`src/rtl/key_pkg.sv`:
```
// key_pkg: shared direction/key encodings and helpers for the keypad event path.
package key_pkg;
  localparam logic [1:0] DIR_RIGHT = 2'b00;
  localparam logic [1:0] DIR_UP    = 2'b01;
  localparam logic [1:0] DIR_LEFT  = 2'b10;
  localparam logic [1:0] DIR_DOWN  = 2'b11;
  localparam logic [3:0] KEY_UP    = 4'h2;
  localparam logic [3:0] KEY_LEFT  = 4'h5;
  localparam logic [3:0] KEY_RIGHT = 4'h7;
  localparam logic [3:0] KEY_DOWN  = 4'ha;
  typedef struct packed {
    logic       is_dir;
    logic [3:0] code;
  } key_ev_t;
  function automatic logic is_opposite(input logic [1:0] a, input logic [1:0] b);
    return (a ^ b) == 2'b10;
  endfunction
  // {is_dir, heading} for a key code
  function automatic logic [2:0] key_dir(input logic [3:0] c);
    return c == KEY_UP    ? {1'b1, DIR_UP}    :
           c == KEY_LEFT  ? {1'b1, DIR_LEFT}  :
           c == KEY_RIGHT ? {1'b1, DIR_RIGHT} :
           c == KEY_DOWN  ? {1'b1, DIR_DOWN}  : 3'b000;
  endfunction
endpackage

```
`src/rtl/key_debounce.sv`:
```
// key_debounce: synchronizes keydown/code and debounces keydown, pulsing press on each accepted 0->1.
module key_debounce #(
  parameter int DB_CYCLES = 20000,
  parameter int DB_W      = 15
) (
  input  logic       clk,
  input  logic       rst,
  input  logic       keydown,
  input  logic [3:0] code,
  output logic [3:0] code_s,
  output logic       press
);
  logic [1:0]      r_kd_sync;
  logic [3:0]      r_code_m;
  logic [3:0]      r_code_s;
  logic            r_db;
  logic [DB_W-1:0] r_cnt;
  logic            w_kd_s;
  logic            w_flip;
  assign w_kd_s = r_kd_sync[1];
  assign w_flip = (w_kd_s != r_db) && (r_cnt == DB_W'(DB_CYCLES - 1));
  assign press  = w_flip && !r_db;
  assign code_s = r_code_s;
  always_ff @(posedge clk or negedge rst) begin
    if (!rst) begin
      r_kd_sync <= '0;
      r_code_m  <= '0;
      r_code_s  <= '0;
      r_db      <= 1'b0;
      r_cnt     <= '0;
    end else begin
      r_kd_sync <= {r_kd_sync[0], keydown};
      r_code_m  <= code;
      r_code_s  <= r_code_m;
      r_db      <= r_db ^ w_flip;
      r_cnt     <= (w_kd_s == r_db || w_flip) ? '0 : r_cnt + 1'b1;
    end
  end
endmodule

```
`src/rtl/key_event_ctrl.sv`:
```
// key_event_ctrl: turns debounced keypad presses into queued events and tracks the snake heading.
module key_event_ctrl
  import key_pkg::*;
#(
  parameter int DB_CYCLES = 20000,
  parameter int DB_W      = 15
) (
  input  logic       clk,
  input  logic       rst,
  input  logic       keydown,
  input  logic [3:0] code,
  input  logic       ev_ready,
  output logic       ev_valid,
  output logic [3:0] ev_code,
  output logic       ev_is_dir,
  output logic [1:0] dir,
  output logic       ovf
);
  logic [3:0] w_code_s;
  logic       w_press;
  logic [2:0] w_kdir;
  logic       w_pop;
  logic       w_push;
  key_ev_t    r_mem [4];
  logic [1:0] r_wp;
  logic [1:0] r_rp;
  logic [2:0] r_cnt;
  logic [1:0] r_dir;
  logic       r_ovf;
  key_debounce #(.DB_CYCLES(DB_CYCLES), .DB_W(DB_W)) u_db (
    .clk     (clk),
    .rst     (rst),
    .keydown (keydown),
    .code    (code),
    .code_s  (w_code_s),
    .press   (w_press)
  );
  assign w_kdir    = key_dir(w_code_s);
  assign w_pop     = ev_ready && ev_valid;
  // a full queue still accepts a press when the head leaves on the same edge
  assign w_push    = w_press && (r_cnt != 3'd4 || w_pop);
  assign ev_valid  = r_cnt != 3'd0;
  assign ev_code   = ev_valid ? r_mem[r_rp].code : 4'h0;
  assign ev_is_dir = ev_valid && r_mem[r_rp].is_dir;
  assign dir       = r_dir;
  assign ovf       = r_ovf;
  always_ff @(posedge clk)
    if (w_push) r_mem[r_wp] <= '{is_dir: w_kdir[2], code: w_code_s};
  always_ff @(posedge clk or negedge rst) begin
    if (!rst) begin
      r_wp  <= '0;
      r_rp  <= '0;
      r_cnt <= '0;
      r_dir <= DIR_RIGHT;
      r_ovf <= 1'b0;
    end else begin
      r_wp  <= r_wp + 2'(w_push);
      r_rp  <= r_rp + 2'(w_pop);
      r_cnt <= r_cnt + 3'(w_push) - 3'(w_pop);
      r_ovf <= w_press && !w_push;
      if (w_press && w_kdir[2] && !is_opposite(w_kdir[1:0], r_dir)) r_dir <= w_kdir[1:0];
    end
  end
endmodule

```
`config.mk`:
```
export PLATFORM = sky130hd
export DESIGN_NAME = key_event_ctrl
export DESIGN_NICKNAME = d
export VERILOG_FILES = /design/src/rtl/key_pkg.sv /design/src/rtl/key_debounce.sv /design/src/rtl/key_event_ctrl.sv
export SDC_FILE = /design/constraint.sdc
export NUM_CORES = 1
export LEC_CHECK = 0
export ABC_AREA = 1
export CORE_UTILIZATION = 42
export CTS_CLUSTER_DIAMETER = 200
export DETAILED_ROUTE_END_ITERATION = 7
export HOLD_SLACK_MARGIN = 0.02
export SETUP_SLACK_MARGIN = 0.2
export SLEW_MARGIN = 20
export SYNTH_ARGS = -nofsm -noshare
export SYNTH_HDL_FRONTEND = slang
export SYNTH_SLANG_ARGS = --single-unit
```
`constraint.sdc`:
```
create_clock -name clk -period 3.78 [get_ports clk]
set_input_delay 0.378 -clock clk [delete_from_list [all_inputs] [get_ports clk]]
set_output_delay 0.378 -clock clk [all_outputs]
set_load 0.1 [all_outputs]
```
After elaboration in Yosys (flattened, before gate mapping)
Memory sizes are Yosys's and may differ from the RTL's.
Index checks and enable logic that the tools add are counted.
Storage, ports and cells
  logic and storage cells: 49
  bits in registers: 36
  input bits: 8
  memory bits (writable): 20
  output and inout bits: 9
  memories: 1
Cells by class
  $add $sub $neg: 5
  equality and inequality tests: 9
  bitwise gates (word level): 2
  reduce and logical (&&, ||, !) cells: 14
  muxes and demuxes: 8
Memory list
  r_mem: words 4, bits a word 5, read ports 1, clocked after memory_dff 0, write ports 1, RTL line key_event_ctrl.sv:24  | key_ev_t r_mem [4];
Operator list (number)
  adder 15 x 1 -> 15 bit, second input constant: 1
  equality test 15 bit, second input constant: 1
  2-to-1 mux 15 bit: 1
  2-to-1 mux 3 bit: 4
  equality test 4 x 3 -> 1 bit, second input constant: 2
  logical AND 1 bit: 8
  adder 2 x 1 -> 2 bit: 2
  equality test 4 x 2 -> 1 bit, second input constant: 1
  equality test 4 bit, second input constant: 1
  2-to-1 mux 4 bit: 1
  adder 3 x 1 -> 3 bit: 1
  zero test 1 bit: 3
  != test 3 bit, second input constant: 1
  nonzero test 3 bit: 1
  subtractor 3 x 1 -> 3 bit: 1
  equality test 2 bit, second input constant: 1
  logical OR 1 bit: 2
  2-to-1 mux 1 bit: 2
  XOR 2 bit: 1
  equality test 1 bit: 1
  != test 1 bit: 1
  XOR 1 bit: 1

Logic depth before layout (Yosys ltp)
  depth after elaboration: 9
  mapped depth: 12
  depth with buffers taken out: 12

Cells and area by module
From an unflattened synthesis, not the netlist that was laid out.
Second synthesis, totals
  cell total of the unflattened synthesis: 251
  area total of the unflattened synthesis: 2494.9 um^2
Modules (own cells, without submodules)
  key_event_ctrl: times used 1, cells an instance 130, sequential area each 850.8 um^2, area each 1380.1 um^2
  key_debounce: times used 1, cells an instance 121, sequential area each 650.6 um^2, area each 1114.8 um^2

Worst setup path before layout
OpenSTA, ideal clock, no wires.
  path kind: reg2out
  from: register r_cnt[1]
  to: output ev_code[0]
  required time: 3.402 ns
  arrival: 2.804 ns
  path buffers: 0
  stages on the path, launching flop included: 5
  slack: 0.598 ns
  path through: dfrtp_1 nor2_1 nand2_1 inv_1 a21oi_1
On the way
  word-level cells in the longest chain between the ends: 2
RTL lines
  start, declared: RTL line key_event_ctrl.sv:27  | logic [2:0] r_cnt;
  start signal, assigned: RTL line key_event_ctrl.sv:59  | r_cnt <= r_cnt + 3'(w_push) - 3'(w_pop);
  nonzero test 3 bit: RTL line key_event_ctrl.sv:42  | assign ev_valid = r_cnt != 3'd0;
  net ev_valid: RTL line key_event_ctrl.sv:13  | output logic ev_valid,
  2-to-1 mux 4 bit: RTL line key_event_ctrl.sv:43  | assign ev_code = ev_valid ? r_mem[r_rp].code : 4'h0;
  end, declared: RTL line key_event_ctrl.sv:14  | output logic [3:0] ev_code,
The timed path passes the listed nets, and every way through them passes these cells.

Worst setup path in the final report
  from: register r_rp[0]
  to: output ev_code[0]
On the way
  word-level cells in the longest chain between the ends: 2
RTL lines
  start, declared: RTL line key_event_ctrl.sv:26  | logic [1:0] r_rp;
  start signal, assigned: RTL line key_event_ctrl.sv:58  | r_rp <= r_rp + 2'(w_pop);
  memory (4 x 5 bit)
  2-to-1 mux 4 bit: RTL line key_event_ctrl.sv:43
No other way between the ends.

==> metrics.yaml <==
run_status:
  outcome: "completed"
global_route:
  grt_max_degree: 37
  grt_pass1_vias: 1597
  globalRouteOverflowTotal: 0
  grt_pass1_wl_um: 7040
  antenna_found_initial: 0
  grt_use_total_pct: 15.0
worst_setup_path:
  criticalPathCategory: "flop to output port"
  r2r_end: "r_cnt[1]"
  crit_arrival_ps: 2530
  timing.rr.start: "u_db.r_cnt[0]"
  crit_path_end_kind: "output port"
  r2r_setup_slack_ps: 1660
  reg2reg_depth: 11
  critPathLaunchType: "flop"
  worstPathMaxFanout: 12
  crit_required_ps: 3400
die:
  start_util_pct: 44.1
  die_h_um: 78.3
  core_area_um2: 5540
  pin_count: 17
  dieWidth_um: 78.3
  die_area_um2: 6130
  fp-row-count: 27
place:
  gp_congestion: 0.829
  dp.cells: 334
  hpwl_um: 2870
  port-buffer-count: 16
cells_and_area:
  drive_above_1_share_pct: 7.04
  syn_to_final_growth_pct: 13.2
  nets: 283
  instances_no_fill: 342
  n_antenna_cell: 0
synth:
  yosys.area.top_type: "dfrtp_1"
  netlist_instances: 249
  synth.most_common_cell: "nor2_1"
  syn_area_um2: 2440
  ys_top_cells_by_count: "nor2_1, dfrtp_1, nand2_1, inv_1, edfxtp_1"
  synth-seq-cells: 56
  synth.net_count: 263
  async_flop_share_pct: 64.3
  synth.avg_cell_area_um2: 9.81
  yosysSeqAreaShare_pct: 61.4
  synth_cell_types: 26
  ys_top_cells_by_area: "dfrtp_1, edfxtp_1, nor2_1"
  netlist.area_leader.share_pct: 36.9
  synth_edf_count: 20
  yosysWarnings: 0
  synth_ff_type: "dfrtp_1"
sta:
  clock_skew_ps: 2.01
  rsz0062_at_grt: "no"
  relSlewSlack_pct: 34.4
  drv_slew: 0
  hold_viol: 0
  setup_viol: 0
  min_period_ps: 2910
  fin_setup_tns_ps: 0
  period_share_pct: 76.9
  max_freq_mhz: 344
  tightest_slew_ps: 981
power_and_ir_drop:
  cellLeakagePower_nw: 1.17
  p_per_area_nw_per_um2: 618
  irDropWorstVdd_mv: 0.516
route:
  via_per_inst: 4.69
  vias: 1605
  wl_met3_um: 103
  met2_length_um: 1800
  routed_wirelength_um: 3910
  drc: 0
  ant_nets: 0
  wl_per_cell_um: 11.4
  first_pass_iters: 5
  top_layer: "met4"
  routedLengthMet1_um: 1940
  drt-initial-drc-count: 59
clock_network:
  cts_buffers: 5
  clk_path_buf_depth: 2
  cts_tree: "done"
  cts.htree.levels: 2
  holdBufCountCts: 0
  cts_root_buf: "clkbuf_8"
  cts_resized: 0
  clk_latency_ps: 310
  clock_sinks: 56
  post-cts-setup-buffers: 0
  clk_pin_slew_ps: 100
flow_run:
  drv_cap: 0
hold_path:
  hold_class: "primary input to async pin"
## per-layer routing
layer  GRT usage (%)  vias to the layer above
li1                -                      849
met3            3.49                        6
met2            24.4                       21
met1            19.5                      729
met5               0                        -
met4            5.56                        0
## flip-flops by register name, summed over array words and instances (netlist names), named ones only
name / cells
dir: 2
ovf: 1
r_cnt: 3
r_mem: 20
r_rp: 2
r_wp: 2
u_db.code_s: 4
u_db.r_cnt: 15
u_db.r_code_m: 4
u_db.r_kd_sync: 2
## final cells by class
cell class	instances	area (um2)
inverters	29	109
clock buffers	5	68.8
flip-flops and latches	56	1500
fillers	524	2770
well taps	72	90.1
repair buffers	16	155
multi-input cells	161	815
clock inverters	3	27.5
## cell families (layout without fill, tap and decap cells)
group | after synthesis | in the layout | share of synthesized area (%)
AO/OA/AOI/OAI | 26 | 26 | 5.99
XOR/XNOR | 7 | 7 | 2.51
adder cells (fa/ha/maj) | 6 | 6 | 3.38
buffers and inverters | 32 | 53 | 5.22
flip-flops | 56 | 56 | 61.4
AND/OR/NAND/NOR | 122 | 122 | 21.5
## through the flow
stage	total power [mW]	worst slack [ps]	cell area (um2)	hold WS, ps	util, %
CTS	1.73	844	2770	164	49.9
finish	1.71	872	2770	133	49.9
floorplan	1.25	598	2440	82.4	-
global placement	1.38	1300	2670	332	48.2
global route	1.80	705	2770	205	49.9
detailed placement	1.39	1200	2670	335	48.2
## where the power goes
part           leakage (nW)  internal [mW]  switching, mW
registers             0.640          0.667         0.0433
clock network        0.0463          0.136          0.202
logic                 0.483          0.165          0.495
## critical path: stages (launching register included)
cell and delay, ps:
dfrtp_1 500, inv_1 250, o21ai_0 130, a21oi_1 170, clkdlybuf4s50_1 1160
## layout by cell type (no fill, tap or decap)
cell type / count
a211oi_2: 1
a21oi_1: 11
a2bb2oi_1: 1
buf_2: 1
clkbuf_8: 5
clkdlybuf4s50_1: 15
clkinv_4: 1
clkinvlp_4: 1
dfrtp_1: 36
edfxtp_1: 20
fa_1: 1
ha_1: 5
inv_1: 27
inv_2: 2
inv_8: 1
nand2_1: 34
nand2_2: 3
nand3_1: 14
nand3b_1: 2
nand4_1: 2
nor2_1: 54
nor2_2: 3
nor3_1: 8
nor3b_2: 1
nor4_1: 1
o21a_1: 2
o21ai_0: 10
o21ai_1: 1
xnor2_1: 1
xor2_1: 6
## how the worst max path moves through the flow
stage / startpoint / end / slack, ps / cells after the start
3_3_place_gp: r_rp[0] / ev_code[1] / 1300 / 4
2_1_floorplan: r_cnt[1] / ev_code[0] / 600 / 4
3_5_place_dp: r_rp[0] / ev_code[0] / 1200 / 4
5_1_grt: r_rp[0] / ev_code[0] / 700 / 4
6_report: r_rp[0] / ev_code[0] / 870 / 4
4_1_cts: r_rp[0] / ev_code[0] / 840 / 4
Note: power is estimated with default switching activity, not from simulation.
==> RTL edit 1 (same flow settings) <==
`DB_W` is set to 15 in 2 places; all go to 30.
--- a/src/rtl/key_debounce.sv
+++ b/src/rtl/key_debounce.sv
@@ -3,3 +3,3 @@
   parameter int DB_CYCLES = 20000,
-  parameter int DB_W      = 15
+  parameter int DB_W      = 30
 ) (
--- a/src/rtl/key_event_ctrl.sv
+++ b/src/rtl/key_event_ctrl.sv
@@ -5,3 +5,3 @@
   parameter int DB_CYCLES = 20000,
-  parameter int DB_W      = 15
+  parameter int DB_W      = 30
 ) (
Behaviour: same outputs for any inputs over 10 cycles, from zero or initial values and one cycle with rst low; that may be too few to reach the edited logic, so the function may still have changed.
==> RTL edit 1 against the original RTL <==
Critical path depth did not move. Synthesized area rose by 43%. Non-clock buffer count rose by 3. Cell area rose by 43%. Sequential cell count increased by 15. Via count increased by 61%. Power rose by 22%. Worst setup slack barely moved. Clock power up 56%. Critical path type unchanged. Routed wire length grew 76%. Utilization grew 0.29 points. Clock skew increased by 6.1 ps.
==> RTL edit 1: results (changes against the original RTL) <==
stage,metric,value,unit,change
outcome,status,completed,,unchanged
global_routing,met2_usage,28.92,%,was 24.39%
synthesis,synth_nets,427,,was 263
global_routing,grtUsageMet3,5.854,%,was 3.488%
clock_network,cts_resized,0,,unchanged
pwr,ir_drop,345.7,uV,was 516.5 uV
clock_network,insertion_delay,350,ps,was 310 ps
finish,nNetsFinal,453,,was 283
synthesis,synthArstFlopShare,71.83,%,was 64.29%
finish,antennaDiodeCount,0,,unchanged
global_routing,antenna_found_initial,0,,unchanged
global_routing,grt_max_degree,38,,was 37
placed_design,io_buffers,16,,unchanged
critical_path,crit_fanout,12,,unchanged
synthesis,synth_commonest_cells,"nor2_1, nand2_1, dfrtp_1, inv_1, edfxtp_1",,"was nor2_1, dfrtp_1, nand2_1, inv_1, edfxtp_1"
synthesis,synth_compound_area_share,5.569,%,was 5.991%
finish,largestRegisters,"u_db.r_cnt: 30 flops, r_mem: 20 flops",,"was r_mem: 20 flops, u_db.r_cnt: 15 flops"
finish,drive_above_1_share,10.14,%,was 7.037%
global_routing,grt_pass1_vias,2530,,"was 1,597"
global_routing,grt_pass1_wl,11990,um,was 7044 um
placed_design,hpwl,5157,um,was 2873 um
global_routing,grt_usage,18.42,%,was 14.96%
hold_path,hold_path_class,reg -> reg,,was in -> async
synthesis,synth.area.mux_share,0,%,unchanged
drt,routed_wl,6878,um,was 3906 um
drt,detailedRoute.firstIterationViolations,135,,was 59
synthesis,synth_area_leaders,"dfrtp_1, edfxtp_1, nor2_1",,unchanged
global_routing,met1_usage,24.40,%,was 19.46%
drt,drt-pass1-iter-count,4,,was 5
critical_path,critical_path_arrival,2530,ps,about the same
synthesis,synth-edff-count,20,,unchanged
clock_network,root_buffer,clkbuf_8,,unchanged
timing,finClkSkew,8.090,ps,was 2.005 ps
clock_network,post_cts_buffers,0,,unchanged
clock_network,cts_max_level,3,,was 2
clock_network,path_clk_slew,80,ps,was 100 ps
placed_design,place_congestion,0.8306,,was 0.8293
pwr,p_total,2085,uW,was 1709 uW
synthesis,yosysSeqAreaShare,53.55,%,was 61.44%
timing,maxSlewHeadroom,35.42,%,was 34.38%
synthesis,synth_fa_ha_area_share,2.356,%,was 3.379%
drt,num_vias,2578,,"was 1,605"
synthesis,yosysUniqueCellTypes,31,,was 26
clock_network,clockBufferDepth,2,,unchanged
flow_run,cap_violations,0,,unchanged
clock_network,cts_buffers,9,,was 5
synthesis,synthXorXnorAreaFrac,3.499,%,was 2.509%
pwr,leakagePower,0.001663,uW,was 0.001169 uW
synthesis,ys.warnings.count,0,,unchanged
[RTL edit 1: stage by stage]
stage | cells | cell area, um2 | setup WS [ps]
CTS | 546 | 3961 | 832.8
global placement | 529 | 3780 | 1294
floorplan | 413 | 3505 | 1071
finish | 546 | 3961 | 871.9
global route | 546 | 3961 | 629.0
detailed placement | 529 | 3780 | 1212
[RTL edit 1: power by group]
| part | leakage, uW | switching, uW | total [uW] | internal [uW] |
|---|---|---|---|---|
| combinational | 0.000738 | 499 | 674 | 174 |
| clock | 0.0000753 | 294 | 530 | 236 |
| sequential | 0.000850 | 53.7 | 881 | 828 |
[RTL edit 1: logic make-up (layout without fill, tap and decap cells)]
family | after synthesis | after routing
xor gates and xnor gates | 14 | 14
buffers and inverters | 61 | 92
and+or+nand+nor | 223 | 223
DFF | 71 | 71
adders and majority gates | 6 | 6
AOI/OAI and AO/OA | 38 | 38
[RTL edit 1: path summary, 6_finish.rpt]
| path | startpoint | to | slack (ps) | cells past startpoint |
|---|---|---|---|---|
| worst min register to register | u_db.r_code_m[0]$_DFF_PN0_ | u_db.code_s[0]$_DFF_PN0_ | 350 | 0 |
| max in group asynchronous | rst | u_db.r_cnt[18]$_DFF_PN0_ | 2520 | 3 |
| worst max-delay path | r_rp[0]$_DFF_PN0_ | ev_code[0] | 870 | 4 |
| worst min-delay path | u_db.r_code_m[0]$_DFF_PN0_ | u_db.code_s[0]$_DFF_PN0_ | 350 | 0 |
| worst max register to register | r_cnt[1]$_DFF_PN0_ | r_cnt[1]$_DFF_PN0_ | 1390 | 8 |
| min in group asynchronous | rst | u_db.r_cnt[10]$_DFF_PN0_ | 470 | 2 |
[RTL edit 1: layout make-up]
class	instances	area [um2]
fillers	753	3926
flip-flops and latches	71	1877
multi-input cells	281	1391
inverters	57	214.0
repair buffers	19	180.2
well taps	102	127.6
clock buffers	9	123.9
clock inverters	7	47.55
[RTL edit 1: timing repair]
| item | CTS | global route |
|---|---|---|
| hold endpoints to repair | 14 | 0 |
| hold buffers | 1 | 0 |
| setup endpoints to repair | 0 | 0 |
[RTL edit 1: critical path, stage by stage, from the launching register on]
cell and delay (ps):
dfrtp_1 500, inv_1 240, o21ai_0 140, a21oi_1 160, clkdlybuf4s50_1 1150
[RTL edit 1: per-layer routing]
metal	vias to the layer above	wire length, um
li1	1355	-
met1	1179	3415
met2	35	3133
met3	9	219
met4	0	109
met5	-	0
==> RTL edit 2 (same settings) <==
Without the edit above. Register the output `ovf` once more, without a reset; this adds one clock of latency there. The other outputs are not delayed to match.
--- a/src/rtl/key_event_ctrl.sv
+++ b/src/rtl/key_event_ctrl.sv
@@ -45,3 +45,5 @@
   assign dir       = r_dir;
-  assign ovf       = r_ovf;
+  always_ff @(posedge clk) begin
+    ovf <= r_ovf;
+  end
   always_ff @(posedge clk)
Check against the original RTL: same outputs for any inputs over 10 cycles, from zero or initial values and one cycle with rst low; that may be too few to reach the edited logic, so the function may still have changed.
==> RTL edit 2 against the original RTL <==
Cell area grew 5.7%. Worst setup slack improved by 44 ps. Largest power group unchanged. Routed wire length increased by 4.2%. Sequential cell count grew 1. Hold slack worse by 5.2 ps. Power up 19%. Maximum frequency rose by 1.5%. Synthesized area grew 0.82%.
==> RTL edit 2: results (changes against the original RTL) <==
stage,metric,value,unit,change
pwr,leakagePower,0.001244,uW,was 0.001169 uW
global_routing,grt_pass1_vias,1586,,"was 1,597"
finish,drive_above_1_share,8.961,%,was 7.037%
clock_network,post_cts_buffers,0,,unchanged
global_routing,grt_usage,15.46,%,was 14.96%
synthesis,yosysMostFrequentCell,nor2_1,,unchanged
critical_path,crit_fanout,12,,unchanged
global_routing,grt_max_degree,37,,unchanged
placed_design,hpwl,2911,um,was 2873 um
finish,antennaDiodeCount,0,,unchanged
synthesis,synthArstFlopShare,63.16,%,was 64.29%
clock_network,root_buffer,clkbuf_8,,unchanged
synthesis,synth_fa_ha_area_share,3.352,%,was 3.379%
finish,finalNonFillerCells,351,,was 342
clock_network,clockBufferDepth,2,,unchanged
synthesis,synth_commonest_cells,"nor2_1, dfrtp_1, nand2_1, inv_1, edfxtp_1",,unchanged
global_routing,grt_pass1_wl,7024,um,was 7044 um
critical_path,critical-path-slowest-cell,clkdlybuf4s50_1,,unchanged
synthesis,synth_compound_area_share,5.942,%,was 5.991%
drt,viasPerCell,4.652,,was 4.693
clock_network,insertion_delay,330,ps,was 310 ps
drt,drt-pass1-iter-count,4,,was 5
drt,detailedRoute.firstIterationViolations,50,,was 59
pwr,ir_drop,513.7,uV,was 516.5 uV
clock_network,cts_buffers,9,,was 5
outcome,status,completed,,unchanged
critical_path,slowest_delay,1140,ps,was 1160 ps
drt,detail_route.wl_per_cell,11.60,um,was 11.42 um
synthesis,synth_nets,264,,was 263
synthesis,synth_area_leaders,"dfrtp_1, edfxtp_1, nor2_1",,unchanged
drt,top_layer_used,met4,,unchanged
timing,maxSlewHeadroom,35.72,%,was 34.38%
clock_network,path_clk_slew,60,ps,was 100 ps
synthesis,yosysUniqueCellTypes,27,,was 26
hold_path,hold_path_class,in -> async,,unchanged
clock_network,cts_max_level,3,,was 2
clock_network,cts_resized,0,,unchanged
timing,finClkSkew,5.750,ps,was 2.005 ps
drt,wl_met3,144,um,was 103 um
finish,nNetsFinal,288,,was 283
synthesis,ys.warnings.count,0,,unchanged
synthesis,synth-edff-count,20,,unchanged
synthesis,yosysSeqAreaShare,61.76,%,was 61.44%
drt,met1_length,1973,um,was 1940 um
placed_design,place_congestion,0.7813,,was 0.8293
drt,wl_met2,1879,um,was 1798 um
placed_design,dp.cells,335,,was 334
critical_path,critical_path_arrival,2490,ps,was 2530 ps
clock_network,holdBufCountCts,0,,unchanged
finish,largestRegisters,"r_mem: 20 flops, u_db.r_cnt: 15 flops",,unchanged
synthesis,synth.area.mux_share,0,%,unchanged
global_routing,antenna_found_initial,0,,unchanged
synthesis,synthXorXnorAreaFrac,2.489,%,was 2.509%
placed_design,io_buffers,16,,unchanged
synthesis,synthCells,250,,was 249
-- RTL edit 2: final timing paths --
check	startpoint	cells after the start	slack (ps)	end
max	r_rp[0]$_DFF_PN0_	4	920	ev_code[3]
min	rst	1	130	r_rp[1]$_DFF_PN0_
max reg2reg	u_db.r_cnt[0]$_DFF_PN0_	11	1650	r_cnt[1]$_DFF_PN0_
min reg2reg	r_ovf$_DFF_PN0_	0	340	ovf$_DFF_P_
max in group asynchronous	rst	1	3140	dir[0]$_DFFE_PN0P_
min in group clk	r_ovf$_DFF_PN0_	0	340	ovf$_DFF_P_
-- RTL edit 2: per-stage QoR --
step	area [um2]	worst slack [ps]	total power, uW	hold WS, ps	util, %
2_1_floorplan	2464	597.6	1258	82.41	-
3_3_place_gp	2690	1295	1386	332.1	48.26
3_5_place_dp	2690	1265	1396	329.3	48.26
4_1_cts	2924	892.8	2066	149.0	52.46
5_1_grt	2924	740.5	2135	216.5	52.46
6_report	2924	916.1	2038	128.1	52.46
-- RTL edit 2: per-layer routing --
| layer | global-route usage (%) | vias to the layer above |
|---|---|---|
| met2 | 24.35 | 21 |
| met5 | 0 | - |
| met1 | 18.47 | 740 |
| met3 | 5.698 | 6 |
| li1 | - | 866 |
| met4 | 7.963 | 0 |
-- RTL edit 2: layout make-up --
| cell class | count | area (um2) |
|---|---|---|
| clock inverters | 6 | 106.4 |
| inverters | 29 | 108.9 |
| flip-flops and latches | 57 | 1521 |
| fillers | 512 | 2650 |
| clock buffers | 10 | 127.6 |
| repair buffers | 16 | 155.1 |
| multi-input cells | 161 | 814.5 |
| well taps | 72 | 90.09 |
-- RTL edit 2: logic make-up (layout without fill, tap and decap cells) --
group	Yosys count	in the layout
AND/OR/NAND/NOR	122	122
flip-flops	57	57
buffers and inverters	32	61
AO/OA/AOI/OAI	26	26
XOR/XNOR	7	7
adder cells (fa/ha/maj)	6	6
-- RTL edit 2: critical path, delay by kind of cell, from the launching register on --
family          cells  cell delay (ps)
flops               1              500
compound gates      2              280
buf+inv             2             1380
-- RTL edit 2: where the power goes --
group	leakage, uW	switching, uW	internal, uW
sequential	0.000648	46.6	678
combinational	0.000483	488	166
clock	0.000114	224	434
total	0.00124	759	1280
